--- config.mk ---
export PLATFORM = sky130hd
export DESIGN_NAME = seq_alu
export DESIGN_NICKNAME = d
export VERILOG_FILES = /design/src/rtl/seq_alu.sv
export SDC_FILE = /design/constraint.sdc
export NUM_CORES = 1
export LEC_CHECK = 0
export BUFFER_PORTS_ARGS = -buffer_cell sky130_fd_sc_hd__buf_2
export CAP_MARGIN = 20
export CELL_PAD_IN_SITES_DETAIL_PLACEMENT = 2
export CELL_PAD_IN_SITES_GLOBAL_PLACEMENT = 2
export CORE_UTILIZATION = 33
export DETAILED_ROUTE_END_ITERATION = 7
export PLACE_DENSITY_LB_ADDON = 0.05
export SETUP_SLACK_MARGIN = 0.2
export SLEW_MARGIN = 15
export SYNTH_ARGS = -nofsm -noshare
export SYNTH_HDL_FRONTEND = slang
export SYNTH_SLANG_ARGS = --single-unit
--- constraint.sdc ---
create_clock -name clk -period 4.6 [get_ports clk]
set_input_delay 1.15 -clock clk [delete_from_list [all_inputs] [get_ports clk]]
set_output_delay 1.15 -clock clk [all_outputs]
set_load 0.02 [all_outputs]
--- src/rtl/seq_alu.sv ---
// seq_alu: multi-cycle ALU that works on CHUNK bits per clock, LSB chunk first.
//
// Parameters
//   WIDTH     operand/result width (>= 2)
//   CHUNK     bits processed per cycle; must divide WIDTH (N = WIDTH/CHUNK)
// Ports
//   clk       rising-edge clock
//   rst_n     asynchronous active-low reset
//   in_valid  a/b/op valid; accepted when in_valid && in_ready
//   in_ready  high only in IDLE
//   a, b      operands
//   op        000 AND, 001 OR, 010 XOR, 011 NOT a, 100 ADD, 101 SUB, 110 pass a, 111 pass b
//   out       result, stable while out_valid
//   out_valid high only in DONE; result leaves when out_valid && out_ready
//   out_ready consumer accepts the result; ignored outside DONE
//   carry     final carry-out for ADD/SUB (SUB: 1 = no borrow), else 0
//   zr, ng    out == 0, out[WIDTH-1]
//   state_dbg current FSM state (0 IDLE, 1 BUSY, 2 DONE)
//
// Handshake: both sides use valid/ready; a transfer happens on the rising
// edge where valid and ready are both 1. in_ready and out_valid are never
// high together, so one operation occupies the block from accept to release.
module seq_alu #(
    parameter int WIDTH = 16,
    parameter int CHUNK = 4
) (
    input  logic             clk,
    input  logic             rst_n,
    input  logic             in_valid,
    output logic             in_ready,
    input  logic [WIDTH-1:0] a,
    input  logic [WIDTH-1:0] b,
    input  logic [2:0]       op,
    output logic [WIDTH-1:0] out,
    output logic             out_valid,
    input  logic             out_ready,
    output logic             carry,
    output logic             zr,
    output logic             ng,
    output logic [1:0]       state_dbg
);

    localparam int N  = WIDTH / CHUNK;
    localparam int CW = (N > 1) ? $clog2(N) : 1;

    localparam logic [2:0] OP_AND  = 3'b000;
    localparam logic [2:0] OP_OR   = 3'b001;
    localparam logic [2:0] OP_XOR  = 3'b010;
    localparam logic [2:0] OP_NOT  = 3'b011;
    localparam logic [2:0] OP_ADD  = 3'b100;
    localparam logic [2:0] OP_SUB  = 3'b101;
    localparam logic [2:0] OP_PASA = 3'b110;

    typedef enum logic [1:0] {
        IDLE = 2'd0,
        BUSY = 2'd1,
        DONE = 2'd2
    } state_t;

    state_t           state_q, state_d;
    logic [CW-1:0]    cnt_q;
    logic [WIDTH-1:0] a_q, b_q, out_q, out_d;
    logic [2:0]       op_q;
    logic             c_q, c_d;
    logic [CHUNK-1:0] a_ch, b_ch, b_eff, res_ch;
    logic [CHUNK:0]   sum;
    logic             last, arith;

    assign last  = (cnt_q == CW'(N - 1));
    assign arith = (op_q == OP_ADD) || (op_q == OP_SUB);

    // Next-state and handshake outputs
    always_comb begin
        state_d   = state_q;
        in_ready  = 1'b0;
        out_valid = 1'b0;
        case (state_q)
            IDLE: begin
                in_ready = 1'b1;
                if (in_valid) state_d = BUSY;
            end
            BUSY: begin
                if (last) state_d = DONE;
            end
            DONE: begin
                out_valid = 1'b1;
                if (out_ready) state_d = IDLE;
            end
            default: state_d = IDLE;
        endcase
    end

    always_ff @(posedge clk or negedge rst_n) begin
        if (!rst_n) state_q <= IDLE;
        else        state_q <= state_d;
    end

    // One chunk of the datapath: select chunk cnt_q, compute, merge back.
    always_comb begin
        a_ch = '0;
        b_ch = '0;
        for (int i = 0; i < N; i++) begin
            if (cnt_q == CW'(i)) begin
                a_ch = a_q[i*CHUNK +: CHUNK];
                b_ch = b_q[i*CHUNK +: CHUNK];
            end
        end
        // SUB is a + ~b + 1; the +1 comes from carry preset at accept.
        b_eff = (op_q == OP_SUB) ? ~b_ch : b_ch;
        sum   = {1'b0, a_ch} + {1'b0, b_eff} + {{CHUNK{1'b0}}, c_q};
        case (op_q)
            OP_AND:  res_ch = a_ch & b_ch;
            OP_OR:   res_ch = a_ch | b_ch;
            OP_XOR:  res_ch = a_ch ^ b_ch;
            OP_NOT:  res_ch = ~a_ch;
            OP_ADD,
            OP_SUB:  res_ch = sum[CHUNK-1:0];
            OP_PASA: res_ch = a_ch;
            default: res_ch = b_ch;
        endcase
        c_d   = arith ? sum[CHUNK] : 1'b0;
        out_d = out_q;
        for (int i = 0; i < N; i++) begin
            if (cnt_q == CW'(i)) out_d[i*CHUNK +: CHUNK] = res_ch;
        end
    end

    always_ff @(posedge clk or negedge rst_n) begin
        if (!rst_n) begin
            cnt_q <= '0;
            a_q   <= '0;
            b_q   <= '0;
            op_q  <= '0;
            out_q <= '0;
            c_q   <= 1'b0;
        end else begin
            case (state_q)
                IDLE: begin
                    if (in_valid) begin
                        a_q   <= a;
                        b_q   <= b;
                        op_q  <= op;
                        cnt_q <= '0;
                        out_q <= '0;
                        c_q   <= (op == OP_SUB);
                    end
                end
                BUSY: begin
                    out_q <= out_d;
                    c_q   <= c_d;
                    cnt_q <= last ? '0 : cnt_q + 1'b1;
                end
                default: ;
            endcase
        end
    end

    assign out       = out_q;
    assign carry     = c_q;
    assign zr        = (out_q == '0);
    assign ng        = out_q[WIDTH-1];
    assign state_dbg = state_q;

endmodule
## Yosys cells after proc, flatten, opt, wreduce, memory -nomap -nowiden

Cells that the tools add are included.

- Register bits after elaboration: 56
- Logic and storage cells: 78

- Add/sub/neg operators: 3
- Equality and inequality tests: 18
- Bitwise gates (word level): 5
- Mux-type cells: 28
- Reductions and logical operators: 14

Operators with widths:

| operator | number |
|---|---|
| $mux 4 | 13 |
| $pmux 16 s2 | 1 |
| $pmux 4 s6 | 1 |
| $logic_not 16->1 | 1 |
| $mux 16 | 1 |
| $reduce_and 3->1 | 5 |
| $eq 3x3->1 const B | 4 |
| $ne 2x2->1 const B | 6 |
| $mux 2 | 5 |
| $not 4->4 | 2 |
| $eq 2x2->1 const B | 3 |
| $eq 3x2->1 const B | 2 |
| $pmux 2 s3 | 1 |
| $add 4x4->5 | 1 |
| $add 5x1->5 | 1 |
| $and 4x4->4 | 1 |
| $eq 2x1->1 const B | 2 |
| $logic_not 2->1 | 2 |
| $mux 1 | 4 |
| $or 4x4->4 | 1 |
| $pmux 2 s2 | 1 |
| $reduce_and 2->1 | 2 |
| $xor 4x4->4 | 1 |
| $eq 3x1->1 const B | 1 |
| other kinds (6) | 6 |

## Logic depth before layout (Yosys ltp)

Gate-level depths: netlist of run 1.

- Word-level depth: 12
- Mapped depth: 14
- Gate-level depth less buffers: 13

## Worst setup path after synthesis of run 1

Ideal clock, no wire load.

- Path type: register -> register
- Start point: reg cnt_q[0]
- End point: reg out_q[14] (netlist: out[14])
- Slack: 1,245 ps
- Arrival time: 3,274 ps
- Stages on the path, launching flop included: 15
- Buffers on the path: 1
- Path through: dfrtp_1 inv_1 ha_1 nor2b_4 buf_6 a221o_1 a22oi_4 xnor2_1 fa_1 fa_1 nor2b_1 o311ai_2 o31ai_4 or3b_1 o211ai_2

- Longest elaborated chain between the ends: 12
- Elaborated cells between the ends (all ways): 25

RTL lines:

| what | line | source |
|---|---|---|
| start, declared | 61 | `logic [CW-1:0] cnt_q;` |
| start signal, assigned | 151 | `cnt_q <= last ? '0 : cnt_q + 1'b1;` |
| $logic_not 2->1 | 103 | `if (cnt_q == CW'(i)) begin` |
| $mux 4 (4 in series) | 103 |  |
| $not 4->4 | 109 | `b_eff = (op_q == OP_SUB) ? ~b_ch : b_ch;` |
| $mux 4 | 109 |  |
| $add 4x4->5 | 110 | `sum = {1'b0, a_ch} + {1'b0, b_eff} + {{CHUNK{1'b0}}, c_q};` |
| $add 5x1->5 | 110 |  |
| $pmux 4 s6 | 111 | `case (op_q)` |
| $mux 4 | 124 | `if (cnt_q == CW'(i)) out_d[i*CHUNK +: CHUNK] = res_ch;` |
| $pmux 16 s2 | 137 | `case (state_q)` |
| end signal, assigned | 149 | `out_q <= out_d;` |
| end, declared | 62 | `logic [WIDTH-1:0] a_q, b_q, out_q, out_d;` |

Parallel ways exist; a longest one is shown, timed or not. The select of a mux whose other input is x is not followed.
A chain may end at the register's enable or synchronous reset.

## Worst setup path after layout of run 1

- Start point: reg cnt_q[1]
- End point: reg out_q[14] (netlist: out[14])

Same word-level chain as after synthesis.

==> results of run 1 <==
synthesized netlist by cell type (2+ instances only):
library cell	count
o311ai_2	2
a32o_1	14
buf_6	2
and4_1	2
xor2_1	3
o22ai_1	4
nand2b_1	2
nor4_1	4
and2_1	3
o21ai_0	12
o32ai_1	2
dfrtp_1	56
nor3_1	2
o211ai_2	4
inv_1	17
mux2_2	21
a21oi_1	8
buf_2	8
mux2i_1	5
nor2b_1	5
nand2_1	13
a221o_1	3
buf_4	3
nand2_2	2
or2_1	5
mux2_1	10
ha_1	15
fa_1	2
a221oi_2	4
a22oi_4	3
o21ai_1	2
nor2_1	11
registers in the layout, indices dropped and copies added, names as in the netlist:
name	count
a_q	16
b_q	16
out	16
op_q	3
cnt_q	2
state_dbg	2
carry	1
worst min-delay path by stage:
| stage | from | slack, ns | end |
|---|---|---|---|
| 4_1_cts | a_q[11] | 0.51 | a_q[11] |
| 2_1_floorplan | b_q[2] | 0.46 | b_q[2] |
| 3_5_place_dp | a_q[12] | 0.49 | a_q[12] |
| 5_1_grt | a_q[12] | 0.54 | a_q[12] |
| 3_3_place_gp | a_q[11] | 0.48 | a_q[11] |
| 6_report | a_q[11] | 0.51 | a_q[11] |
kinds of logic after synthesis:
| group | Yosys count | synth area share (%) |
|---|---|---|
| AOI/OAI and AO/OA | 69 | 19.8 |
| buffers and inverters | 32 | 4.87 |
| muxes | 36 | 12.4 |
| DFF | 56 | 43.6 |
| xor gates and xnor gates | 4 | 1.09 |
| and+or+nand+nor | 62 | 11.1 |
| adders and majority gates | 17 | 7.09 |
power by group:
part	leakage (µW)	switching, µW	total [µW]	internal, µW
clock network	0.0000456	171	280	109
registers	0.000689	240	964	724
logic	0.000970	1150	2000	850
total	0.00170	1560	3250	1680
layout make-up:
cell class / instances / area (µm²)
Fill cell: 1029 / 5640
Multi-Input combinational cell: 188 / 1660
Sequential cell: 56 / 1400
Timing Repair Buffer: 62 / 313
Tap cell: 129 / 161
Clock buffer: 6 / 72.6
Inverter: 18 / 67.6
Clock inverter: 2 / 13.8
metal layers:
layer | vias to the layer above | routed length, µm
li1 | 1121 | -
met1 | 1197 | 4070
met2 | 34 | 4290
met3 | 7 | 208
met4 | 0 | 91
met5 | - | 0
per-stage QoR:
| stage | setup WS [ns] | utilization [%] | std cells |
|---|---|---|---|
| 6_report | 0.860 | 39.5 | 461 |
| 5_1_grt | 0.621 | 39.5 | 461 |
| 4_1_cts | 0.840 | 39.5 | 461 |
| 3_5_place_dp | 0.876 | 38.6 | 453 |
| 3_3_place_gp | 0.948 | 38.6 | 453 |
| 2_1_floorplan | 1.25 | - | 276 |
worst max-delay path, stage by stage (launching register included):
cell and delay [ns]:
dfrtp_1 0.43, inv_1 0.09, ha_1 0.46, nor2b_4 0.13, a221o_1 0.38, a22oi_4 0.21, xnor2_1 0.11, fa_1 0.42
fa_1 0.41, nor2b_1 0.15, o311ai_2 0.28, o31ai_4 0.13, or3b_1 0.39, o211ai_2 0.08
==> reports/qor.yml, run 1 <==
global_route:
  grt_use_met1_pct: 23.6
  antenna_found_initial: 0
  grt_pass1_wl_um: 13800
  gr-total-overflow: 0
  grt_usage_pct: 18.2
  met2_usage_pct: 32.1
  grt_max_degree: 46
  grt_use_met3_pct: 2.43
  grt-busiest-layer: "met2"
  grt_pass1_vias: 2537
logic_synthesis:
  syn_nets: 332
  synth_area_leader_cell: "dfrtp_1"
  ys_ff_latch: 56
  synth_area_leaders: "dfrtp_1 (44%), mux2_2 (7.4%), ha_1 (5.8%)"
  synth_area_per_cell_um2: 11.6
  netlist_area_um2: 3210
  synth-main-ff-cell: "dfrtp_1"
  synth-async-reset-ratio_pct: 100
  synth_edf_count: 0
  synth_cells: 276
  ys.warnings.count: 0
  synth_top_area_share_pct: 43.6
  yosysSeqAreaShare_pct: 43.6
  yosysUniqueCellTypes: 59
timing:
  finalClockSkew_ns: 0.0160
  hold_ws_ns: 0.507
  drv_slew: 0
  period_share_pct: 81.3
  rsz0062_at_grt: "false"
  setup_viol: 0
  hold_viol: 0
  max_freq_mhz: 267
  fin_tns_setup_ns: 0
  maxSlewHeadroom_pct: 34.9
  min_period_ns: 3.74
  tightest_slew_ns: 0.977
critical_path:
  required_ns: 4.85
  worstRegToRegCells: 13
  worstReg2RegEnd: "out[14]"
  end_kind: "flip-flop"
  crit_path_start_kind: "flip-flop"
  critPathKind: "flip-flop to flip-flop"
  cp-startpoint: "cnt_q[1]"
  ff2ff_setup_slack_ns: 0.86
  worstPathArrival_ns: 3.99
  critPathCapture: "out[14]"
  cp_max_fo: 11
  r2r_start: "cnt_q[1]"
layout:
  area_growth_pct: 14.7
  design_area_um2: 3680
  drive_gt1_share_pct: 34.6
  antennaDiodeCount: 0
  final_cell_mix: "buf_2 (61), dfrtp_1 (56), mux2_2 (21)"
  final_common_cell: "buf_2"
  fin_nets: 387
die:
  boundaryPins: 62
  initial_core_util_pct: 34.4
  dieArea_um2: 10100
  rows: 35
  fp.dieH_um: 101
  core_area_um2: 9330
  die_w_um: 101
power_and_ir_drop:
  total_power_uw: 3250
  ir_worst_vdd_mv: 0.249
  leakagePower_uw: 0.00170
  pwr_density_cell_nw_per_um2: 881
clocking:
  cts_made_buffers: 5
  htree_num_levels: 2
  root_buffer: "clkbuf_8"
  clock-sinks: 56
  ctsResizeCount: 0
  clock_path_buffers: 2
  tritoncts: "yes"
  postCtsHoldBufs: 0
  worstSkewPairLatency_ns: 0.32
  clk_pin_slew_worst_paths_ns: 0.11
  cts_setup_buffers: 0
place:
  place.gp.congestion: 0.813
  place_area_um2: 3600
  numPortBuffers: 61
  dp_hpwl_um: 6700
detailed_routing:
  wl_per_cell_um: 18.8
  wl_um: 8670
  first_pass_iters: 4
  drcViolationCount: 0
  drt_iter0_markers: 22
  final_antenna_net_count: 0
  vias_per_cell: 5.12
  via_count: 2359
hold_path:
  hp-class: "flip-flop to flip-flop"
  whs_path_depth: 1
run_status:
  run_status: "finished, final reports clean"
job:
  cap_violations: 0
No activity file was read; power rests on OpenSTA's default activity.
==> run 2: changes to the inputs <==
clock period = 3.3 ns   (was 4.6 ns; I/O delays follow)
==> run 2 against run 1 <==
Against the previous run: worst setup slack worse by 0.72 ns; via count grew 6.8%; largest cell class unchanged; register-to-register slack got worse by 0.72 ns; non-clock buffer count increased by 37; critical endpoint unchanged; die area is the same; global-route usage up 1.5 points; critical path depth down 1; wire length up 7.4%; core utilization rose by 5.0 points.
==> reports/qor.yml, run 2 (synthesized netlist as in run 1, its figures left out) <==
critical_path:
  end_kind: "flip-flop"
  critPathKind: "flip-flop to flip-flop"
  required_ns: 3.56
  worstPathArrival_ns: 3.42
  ff2ff_setup_slack_ns: 0.14
  r2r_start: "cnt_q[1]"
  worstReg2RegEnd: "out[14]"
  cp_max_fo: 6
  worstRegToRegCells: 12
  crit_path_start_kind: "flip-flop"
timing:
  finalClockSkew_ns: 0.00792
  maxSlewHeadroom_pct: 52.8
  setup_viol: 0
  hold_viol: 0
  period_share_pct: 95.7
  tightest_slew_ns: 0.708
  drv_slew: 0
  min_period_ns: 3.16
  max_freq_mhz: 317
  rsz0062_at_grt: "true"
detailed_routing:
  drcViolationCount: 0
  wl_um: 9310
  wl_per_cell_um: 18.7
  first_pass_iters: 6
  final_antenna_net_count: 0
  vias_per_cell: 5.06
  drt_iter0_markers: 45
  via_count: 2519
layout:
  drive_gt1_share_pct: 47.2
  design_area_um2: 4150
  antennaDiodeCount: 0
  n_fill_cell: 992
  area_growth_pct: 29.3
  final_common_cell: "buf_2"
  final_cell_mix: "buf_2 (61), dfrtp_1 (56), buf_4 (36)"
  fin_nets: 424
die:
  dieArea_um2: 10100
  fp.dieH_um: 101
  rows: 35
  boundaryPins: 62
  core_area_um2: 9330
  initial_core_util_pct: 34.4
  die_w_um: 101
global_route:
  antenna_found_initial: 0
  grt_pass1_vias: 2800
  grt_usage_pct: 19.7
  gr-total-overflow: 0
  grt_pass1_wl_um: 15300
  grt_max_degree: 46
clocking:
  root_buffer: "clkbuf_8"
  clock_path_buffers: 2
  worstSkewPairLatency_ns: 0.32
  cts_made_buffers: 5
  tritoncts: "yes"
  clock-sinks: 56
  htree_num_levels: 2
  clk_pin_slew_worst_paths_ns: 0.11
hold_path:
  whs_path_depth: 1
  hold_start: "a_q[8]"
  min_to: "a_q[8]"
  hp-class: "flip-flop to flip-flop"
place:
  place_area_um2: 3820
  numPortBuffers: 61
  dp_hpwl_um: 7240
  place.gp.congestion: 0.782
job:
  cap_violations: 0
run_status:
  run_status: "finished, final reports clean"
-- run 2: changes by cell type in the layout (fill, tap and decap cells not counted), sizes merged --
cell / change
buf: +37
bufinv: +1
clkbuf: -1
-- run 2: per-stage QoR --
stage | TNS (ns) | hold slack, ns | util [%] | setup slack [ns] | cells
6_report | 0 | 0.503 | 44.5 | 0.141 | 498
4_1_cts | 0 | 0.508 | 43.3 | 0.129 | 492
2_1_floorplan | 0 | 0.458 | - | 0.0224 | 276
5_1_grt | 0 | 0.532 | 44.5 | 0.0312 | 498
3_5_place_dp | -0.0224 | 0.479 | 40.9 | -0.0224 | 476
3_3_place_gp | 0 | 0.472 | 40.9 | 0.0882 | 476
-- run 2: worst max-delay path, stage by stage, from the launching register on --
cell	delay [ns]
dfrtp_1	0.41
buf_4	0.16
ha_2	0.22
a221o_1	0.32
a22oi_4	0.20
xnor2_2	0.10
fa_2	0.36
fa_2	0.35
nor2b_4	0.14
o311ai_4	0.24
o31ai_4	0.13
or3b_1	0.39
o211ai_2	0.07
-- run 2: layout make-up --
type                            instances  area [µm²]  share of cell area (%)
Multi-Input combinational cell        188        1800                    43.4
Sequential cell                        56        1400                    33.7
Timing Repair Buffer                   99         607                    14.6
Tap cell                              129         161                    3.89
Clock buffer                            5        68.8                    1.66
Inverter                               18        67.6                    1.63
Clock inverter                          3        46.3                    1.11
-- run 2: repair_timing --
action,in CTS,in global routing
resized for setup,11,13
buffers inserted,8,6
pin swaps,12,12
setup endpoints to repair,13,17
hold buffers,0,0
-- run 2: worst max-delay path by stage --
stage | endpoint | slack [ns] | cells after the start | from
floorplan | out[14] | 0.02 | 14 | cnt_q[0]
global placement | out[14] | 0.09 | 13 | cnt_q[1]
detailed placement | out[14] | -0.02 | 13 | cnt_q[0]
CTS | out[14] | 0.13 | 13 | cnt_q[0]
global route | out[14] | 0.03 | 13 | cnt_q[0]
finish | out[14] | 0.14 | 12 | cnt_q[1]
-- run 2: metal layers --
layer  global-route usage [%]  up-vias  routed length, µm
met4                     4.01        0                 77
met2                     35.2       31               4800
met3                     2.22        5                176
met1                     25.7     1286               4260
li1                         -     1197                  -
met5                        0        -                  0
Power of run 2 is left out: the tool's default activity adds up to more than one toggle a clock period on the data nets, which glitch-free logic cannot reach.
==> run 3: changes to the inputs <==
RECOVER_POWER = 100   (was default)
==> run 3 against run 2 <==
Against the previous run: the run now ends with capacitance limit, slew limit left; sequential share of layout area grew 0.55 points; first-iteration DRC count grew 29%; non-clock buffer count is the same; wire length grew 0.41%; via count is essentially flat; register-to-register slack is essentially flat; worst hold slack is essentially flat.
==> reports/qor.yml, run 3 (synthesized netlist as in run 1, its figures left out) <==
detailed_routing:
  final_antenna_net_count: 0
  via_count: 2517
  wl_um: 9340
  drcViolationCount: 0
  vias_per_cell: 5.05
  wl_per_cell_um: 18.8
  drt_iter0_markers: 58
  first_pass_iters: 4
place:
  place_area_um2: 3820
  place.gp.congestion: 0.782
  dp_hpwl_um: 7240
  numPortBuffers: 61
  place_inst: 476
layout:
  n_fill_cell: 1011
  area_growth_pct: 27.3
  multi_input_area_um2: 1790
  fin_nets: 424
  antennaDiodeCount: 0
  final_cell_mix: "dfrtp_1 (56), buf_2 (37), buf_4 (33)"
  drive_gt1_share_pct: 39.3
  instances_no_fill: 498
  final_common_cell: "dfrtp_1"
  regArea_um2: 1400
  design_area_um2: 4090
clocking:
  clk_pin_slew_worst_paths_ns: 0.11
  tritoncts: "yes"
  cts_made_buffers: 5
  clock-sinks: 56
  worstSkewPairLatency_ns: 0.32
  htree_num_levels: 2
  root_buffer: "clkbuf_8"
  postCtsHoldBufs: 0
  clock_path_buffers: 2
run_status:
  violations: "capacitance limit, slew limit"
  run_status: "finished, violations left"
die:
  boundaryPins: 62
  rows: 35
  initial_core_util_pct: 34.4
  dieArea_um2: 10100
  fp.dieH_um: 101
  core_area_um2: 9330
  die_w_um: 101
critical_path:
  critPathKind: "flip-flop to flip-flop"
  path_buf_inv: 1
  cp_top_family: "compound AO/OA/AOI/OAI gates"
  cp_max_fo: 6
  required_ns: 3.56
  worstPathArrival_ns: 3.42
  end_kind: "flip-flop"
  slowest_stage: "dfrtp_1"
  slowest_delay_ns: 0.41
  path_common_cell: "fa_2"
  path_cells: "buf_4, ha_2, a221o_1, a22oi_4, xnor2_2, fa_2, fa_2, nor2b_4, o311ai_4, o31ai_4, or3b_1, o211ai_2"
  crit_path_start_kind: "flip-flop"
timing:
  maxSlewHeadroom_pct: -6.26
  drv_slew: 29
  finalClockSkew_ns: 0.00795
  tightest_slew_ns: 1.59
  hold_viol: 0
  setup_viol: 0
  min_period_ns: 3.16
  rsz0062_at_grt: "true"
  max_freq_mhz: 317
  period_share_pct: 95.7
job:
  cap_violations: 1
global_route:
  grt_pass1_vias: 2800
  grt_max_degree: 46
  gr-total-overflow: 0
  grt_usage_pct: 19.7
  grt_pass1_wl_um: 15300
  antenna_found_initial: 0
hold_path:
  hp-class: "flip-flop to flip-flop"
==> run 3: cell count changes in the layout (fill, tap and decap cells not counted), sizes merged <==
cell	change
clkbuf	+28
buf	-28
==> run 3: final timing paths <==
check | start | end | slack, ns | cells past startpoint
max | cnt_q[1] | out[14] | 0.14 | 12
min reg2reg | a_q[8] | a_q[8] | 0.50 | 1
max reg2reg | cnt_q[1] | out[14] | 0.14 | 12
min | a_q[8] | a_q[8] | 0.50 | 1
max in group asynchronous | rst_n | b_q[0] | 0.96 | 2
min in group asynchronous | rst_n | out[14] | 0.88 | 1
==> run 3: cell type report <==
class | instances | share of cell area [%]
Multi-Input combinational cell | 188 | 43.8
Tap cell | 129 | 3.95
Inverter | 18 | 1.65
Clock inverter | 3 | 1.13
Clock buffer | 5 | 1.68
Timing Repair Buffer | 99 | 13.5
Sequential cell | 56 | 34.3
==> run 3: through the flow <==
stage / worst slack, ns / util [%] / setup TNS, ns / hold WS, ns
detailed placement: -0.0224 / 40.9 / -0.0224 / 0.479
floorplan: 0.0224 / - / 0 / 0.458
global route: 0.0135 / 43.8 / 0 / 0.532
finish: 0.141 / 43.8 / 0 / 0.503
global placement: 0.0882 / 40.9 / 0 / 0.472
CTS: 0.129 / 43.3 / 0 / 0.508
==> run 3: repair_timing <==
item,CTS,global route
pin swaps,12,12
buffers inserted,8,6
endpoints found under the setup margin,13,17
gates resized for setup,11,13
==> run 3: metal layers <==
metal | part of all wire [%] | vias up | global-route usage, %
met5 | 0 | - | 0
met4 | 0.82 | 0 | 4.01
met3 | 2.4 | 5 | 2.22
met2 | 52 | 37 | 35.2
met1 | 45 | 1279 | 25.7
li1 | - | 1196 | -
Power of run 3 is left out for the same reason.
